[config.mk]
export PLATFORM = sky130hd
export DESIGN_NAME = mmio_req_bridge
export DESIGN_NICKNAME = d
export VERILOG_FILES = /design/src/rtl/soc_mmio_pkg.sv /design/src/rtl/mmio_req_bridge.sv
export SDC_FILE = /design/constraint.sdc
export NUM_CORES = 1
export LEC_CHECK = 0
export CORE_MARGIN = 3
export CORE_UTILIZATION = 38
export DETAILED_ROUTE_END_ITERATION = 8
export MAX_ROUTING_LAYER = met4
export PLACE_DENSITY = 0.77
export SLEW_MARGIN = 30
export SYNTH_ARGS = -nofsm -noshare
export SYNTH_HDL_FRONTEND = slang
export SYNTH_SLANG_ARGS = --single-unit
[constraint.sdc]
create_clock -name clk -period 2.1 [get_ports clk]
set_input_delay 0.42 -clock clk [delete_from_list [all_inputs] [get_ports clk]]
set_output_delay 0.42 -clock clk [all_outputs]
set_load 0.03 [all_outputs]
[src/rtl/soc_mmio_pkg.sv]
// ----------------------------------------------------------------------------
// soc_mmio_pkg
//  Shared definitions for the SoC peripheral-bus master path:
//   - address/data/counter widths
//   - default MMIO map window and well-known peripheral addresses
//   - bridge FSM state encoding
//   - address legality helper (alignment + inclusive window, unsigned)
// ----------------------------------------------------------------------------
package soc_mmio_pkg;

   localparam int ADDR_W = 32;
   localparam int DATA_W = 32;
   localparam int CNT_W  = 4;   // wait counter, covers 0..15 wait cycles

   localparam logic [ADDR_W-1:0] MMIO_MAP_BASE  = 32'h0000_0000;
   localparam logic [ADDR_W-1:0] MMIO_MAP_LIMIT = 32'h0000_00FF;
   localparam logic [ADDR_W-1:0] GPIO_ADDR      = 32'h0000_0030;

   typedef enum logic [1:0] {
      ST_IDLE   = 2'd0,
      ST_ACCESS = 2'd1,
      ST_RESP   = 2'd2
   } state_e;

   // Word-aligned and inside [base, limit]; limit is inclusive, compare unsigned.
   function automatic logic addr_legal(input logic [ADDR_W-1:0] addr,
                                       input logic [ADDR_W-1:0] base,
                                       input logic [ADDR_W-1:0] limit);
      return (addr[1:0] == 2'b00) && (addr >= base) && (addr <= limit);
   endfunction

endpackage

[src/rtl/mmio_req_bridge.sv]
// ----------------------------------------------------------------------------
// mmio_req_bridge
//  Converts core load/store requests (valid/ready) into single-word MMIO
//  accesses. Illegal requests (misaligned / outside the map) are answered
//  with an error response and never reach the bus. Legal requests hold the
//  bus for WAIT_CYCLES+1 cycles; stores pulse bus_we in the last of these,
//  loads sample bus_rdata at the end of it. One request outstanding at a time.
//
// Ports
//  clk        in   clock, rising edge
//  rst        in   synchronous reset, active low
//  req_valid  in   request present          req_ready  out  request accepted
//  req_addr   in   byte address             req_wdata  in   store data
//  req_we     in   1 = store, 0 = load
//  resp_valid out  response present         resp_ready in   response taken
//  resp_rdata out  load data (0 for stores / errors)
//  resp_err   out  misaligned or out-of-range
//  bus_addr   out  decoder address          bus_wdata  out  decoder write data
//  bus_we     out  decoder write strobe     bus_rdata  in   decoder read data
// ----------------------------------------------------------------------------
module mmio_req_bridge
   import soc_mmio_pkg::*;
#(
   parameter int unsigned       WAIT_CYCLES = 1,
   parameter logic [ADDR_W-1:0] MAP_BASE    = MMIO_MAP_BASE,
   parameter logic [ADDR_W-1:0] MAP_LIMIT   = MMIO_MAP_LIMIT
) (
   input  logic              clk,
   input  logic              rst,
   input  logic              req_valid,
   output logic              req_ready,
   input  logic [ADDR_W-1:0] req_addr,
   input  logic [DATA_W-1:0] req_wdata,
   input  logic              req_we,
   output logic              resp_valid,
   input  logic              resp_ready,
   output logic [DATA_W-1:0] resp_rdata,
   output logic              resp_err,
   output logic [ADDR_W-1:0] bus_addr,
   output logic [DATA_W-1:0] bus_wdata,
   output logic              bus_we,
   input  logic [DATA_W-1:0] bus_rdata
);

   state_e            state_q, state_d;
   logic [CNT_W-1:0]  cnt_q, cnt_d;
   logic [ADDR_W-1:0] addr_q, addr_d;
   logic [DATA_W-1:0] wdata_q, wdata_d;
   logic              we_q, we_d;
   logic [DATA_W-1:0] rdata_q, rdata_d;
   logic              err_q, err_d;
   logic              ready_q, ready_d;

   logic in_access;
   logic final_cycle;

   assign in_access   = (state_q == ST_ACCESS);
   assign final_cycle = in_access && (cnt_q == '0);

   always_comb begin
      state_d = state_q;
      cnt_d   = cnt_q;
      addr_d  = addr_q;
      wdata_d = wdata_q;
      we_d    = we_q;
      rdata_d = rdata_q;
      err_d   = err_q;

      case (state_q)
         ST_IDLE: begin
            if (req_valid && ready_q) begin
               addr_d  = req_addr;
               wdata_d = req_wdata;
               we_d    = req_we;
               if (addr_legal(req_addr, MAP_BASE, MAP_LIMIT)) begin
                  state_d = ST_ACCESS;
                  cnt_d   = CNT_W'(WAIT_CYCLES);
               end else begin
                  state_d = ST_RESP;
                  err_d   = 1'b1;
                  rdata_d = '0;
               end
            end
         end
         ST_ACCESS: begin
            if (cnt_q == '0) begin
               state_d = ST_RESP;
               err_d   = 1'b0;
               rdata_d = we_q ? '0 : bus_rdata;
            end else begin
               cnt_d = cnt_q - CNT_W'(1);
            end
         end
         ST_RESP: begin
            if (resp_ready) begin
               state_d = ST_IDLE;
               rdata_d = '0;
               err_d   = 1'b0;
            end
         end
         default: state_d = ST_IDLE;
      endcase

      // Registered so that req_ready stays low in the reset cycle and
      // rises only in the cycle after the response handshake.
      ready_d = (state_d == ST_IDLE);
   end

   always_ff @(posedge clk) begin
      if (!rst) begin
         state_q <= ST_IDLE;
         cnt_q   <= '0;
         addr_q  <= '0;
         wdata_q <= '0;
         we_q    <= 1'b0;
         rdata_q <= '0;
         err_q   <= 1'b0;
         ready_q <= 1'b0;
      end else begin
         state_q <= state_d;
         cnt_q   <= cnt_d;
         addr_q  <= addr_d;
         wdata_q <= wdata_d;
         we_q    <= we_d;
         rdata_q <= rdata_d;
         err_q   <= err_d;
         ready_q <= ready_d;
      end
   end

   assign req_ready  = ready_q;
   assign resp_valid = (state_q == ST_RESP);
   assign resp_rdata = rdata_q;
   assign resp_err   = err_q;

   // Bus is zero outside ACCESS so an idle decoder reads back 0.
   assign bus_addr  = in_access ? addr_q  : '0;
   assign bus_wdata = in_access ? wdata_q : '0;
   // Gated by rst so a store whose final cycle meets reset is not committed.
   assign bus_we    = final_cycle && we_q && rst;

endmodule
==> results by group <==
Clock network
  • H-Tree Depth: 3
  • CTS tree: built
  • Num Clock Sinks: 105
  • CTS Buffer Depth: 2
  • Skew-Pair Late Insertion Delay: 0.34 ns
  • Hold-fix buffer count after cts: 0
  • CTS Buf Count: 9
  • Reg clk slew, reported paths: 0.07 ns
  • Clk root buf: clkbuf_16

Die
  • Row count: 39
  • IO Pins: 201
  • Die X: 115.5 µm
  • Die H: 115.5 µm
  • Core Box Area: 11560 µm²
  • Die ar.: 13340 µm²
  • Initial Util: 39.39%

Placement
  • DP Cell Count: 893
  • Dpl hpwl: 9562 µm
  • Post-DP Area: 6743 µm²
  • GPL Wtd Cong: 0.8118
  • Post-placement worst setup slack: -0.7405 ns
  • Port buffer count: 200

Power and ir drop
  • VDD IR-drop max: 0.0003468 V
  • Total net switching power: 1.009 mW
  • Power Total: 4.262 mW
  • Clock power frac: 38.1%
  • Pwr/cell area: 589.5 nW/µm²
  • Seq pwr share: 49.2%
  • Leak: 2.812 nW
  • Internal power: 3.253 mW
  • Sw frac: 23.68%
  • Logic pwr share: 12.8%

Finish
  • Diodes inserted: 0
  • Nets: 875
  • Layout cells sized above 1: 18.22%
  • Fin cells: 917
  • Number of fill cells: 995
  • Fin util: 62.51%
  • Design area: 7229 µm²
  • Area Overhead vs Synth: 58.69%

Timing
  • Final worst path period share: 98.24%
  • Setup total negative slack: 0 ns
  • Final setup violation count: 0
  • Fmax: 484.7 MHz
  • Post-layout worst setup margin: 0.03704 ns
  • Worst Skew: 0.008405 ns
  • Slew @ Worst Pin: 0.3475 ns
  • Final hold vios: 0
  • Fin crit period: 2.063 ns
  • Slew margin rel.: 76.76%
  • WHS: 0.3602 ns
  • Final Max Slew Viols: 0

Yosys
  • Register area share after synthesis: 46.14%
  • Cells after synthesis: 569
  • Synth top area share: 46.14%
  • Synth area leader: dfxtp_1
  • Number of synthesized flops with an enable pin: 0
  • Yosys Warn Count: 0
  • Net Count, Synth: 675
  • #FFs+latches synth: 105
  • Top post-synthesis cells by area: dfxtp_1 46%, nand2_1 14%, a21boi_0 11%
  • Ys async rst share: 0%
  • Synthesized area: 4556 µm²
  • Main synth FF type: dfxtp_1
  • Library cells used by synthesis: 39
  • Mean Syn Cell Area: 8.006 µm²

Routing
  • Routed wire per std cell: 15.07 µm
  • DRT iter0 DRCs: 296
  • Drt via density: 5.010
  • Vias: 4594
  • Detailed Route WL: 13820 µm
  • DRT antenna net count: 0
  • Residual DRC count: 0
  • TritonRoute pass-1 iters: 4

Setup path
  • Crit Path Max Fanout: 7
  • RR Startpoint: state_q[0]$_SDFF_PN0_
  • Worst R2R Setup Slack: 0.16 ns
  • Critical Path RT: 2.33 ns
  • R2R cell count: 9
  • Startpoint types: input pin
  • Worst Path Arrival: 2.29 ns
  • Crit path kind: in2reg
  • R2r endpoint: resp_rdata[0]$_SDFFE_PN0P_
  • CP endpoint kind: flop

GRT
  • Number of global-route vias before repair: 4354
  • Initial antenna violation count: 0
  • GR Overflow Total: 0
  • Pin count of the biggest net entering global routing: 86
  • Total track usage: 20.33%
  • First-pass GRT wire length: 21000 µm

Job
  • Max-cap violations: 0

Worst hold path
  • Hold Path End: addr_q[8]$_SDFFE_PN0P_
  • Hold depth: 3
  • Min-delay src: req_addr[8]
  • Min-Delay Path Class: in2reg

Status
  • Status: finished clean
-- sequential cells by signal (all words and copies together) (netlist names) --
signal      count
resp_rdata     32
state_q         2
wdata_q        32
we_q            1
addr_q         32
cnt_q           4
req_ready       1
resp_err        1
-- worst max-delay path: stages --
cell and delay [ns]:
clkdlybuf4s50_1 0.47, nor4_4 0.20, nand4_4 0.16, or4_4 0.61
a31o_1 0.23, a32o_1 0.20
-- synth_stat cells, types with 3 or more instances --
master / instances
nand2_1: 167
and3_1: 3
inv_1: 4
and2_1: 64
nor4_1: 5
a21oi_1: 4
o21ai_0: 27
nand3_1: 35
buf_1: 8
dfxtp_1: 105
ha_1: 5
o21ai_1: 9
clkbuf_1: 34
a21boi_0: 66
nor2_1: 3
-- cells by family after synthesis --
group / synth area share, %
simple gates: 30.79
flops: 46.14
buf+inv: 4.147
compound gates: 17.55
fa+ha+maj: 1.373
-- power by group through the flow --
stage | logic (mW) | registers [mW] | clock network [mW]
2_1_floorplan | 0.222 | 2.14 | 0
3_3_place_gp | 0.530 | 2.14 | 0
3_5_place_dp | 0.539 | 2.14 | 0
4_1_cts | 0.545 | 2.10 | 1.67
5_1_grt | 0.597 | 2.10 | 1.74
6_report | 0.543 | 2.10 | 1.62
-- timing repair --
| item | CTS | global route |
|---|---|---|
| setup buffers | 3 | 3 |
| cloned | 2 | 0 |
| pin swaps | 9 | 6 |
| gates resized for setup | 32 | 12 |
| setup endpoints to repair | 39 | 41 |
-- metal layers --
metal  track usage, %  part of all wire, %
met5                -                    0
met4            5.634                  1.4
met3            4.961                  8.5
met2            32.79                   46
met1            25.51                   44
-- cell type report --
type                       instances  area, µm²  area share [%]
clock inverter                     3      23.77          0.3288
inverter                           4      15.01          0.2077
tap                              143      178.9           2.475
sequential                       105       2107           29.15
clock buffer                      13      270.3           3.738
multi-input combinational        416       2375           32.85
timing repair buffer             233       2260           31.26
-- how the worst max path moves through the flow --
stage	startpoint	endpoint	slack (ns)	depth (start not counted)
6_report	req_addr[13]	cnt_q[2]$_SDFFE_PN0P_	0.04	6
5_1_grt	req_addr[13]	cnt_q[2]$_SDFFE_PN0P_	-0.01	6
4_1_cts	req_addr[28]	cnt_q[2]$_SDFFE_PN0P_	0.006	7
3_5_place_dp	req_addr[8]	cnt_q[2]$_SDFFE_PN0P_	-0.74	7
3_3_place_gp	req_addr[8]	cnt_q[2]$_SDFFE_PN0P_	-0.71	7
2_1_floorplan	req_addr[19]	cnt_q[2]$_SDFFE_PN0P_	0.05	5
-- cells in the final DEF, fill, tap and decap left out, drive strengths merged, types with 2 or more instances in the layout --
cell,count
dfxtp,105
nor4,6
inv,4
a41oi,2
nor2,3
nand2,167
nand3,35
and2,65
dlygate4sd2,14
buf,97
a21oi,4
nor3,2
dlymetal6s2s,5
clkbuf,14
or4,2
nand4,2
clkdlybuf4s50,113
bufbuf,2
and3,3
a21boi,66
a32o,2
nand2b,2
clkinvlp,2
ha,5
o21ai,36
nor2b,2
(Power assumes the default switching activity.)
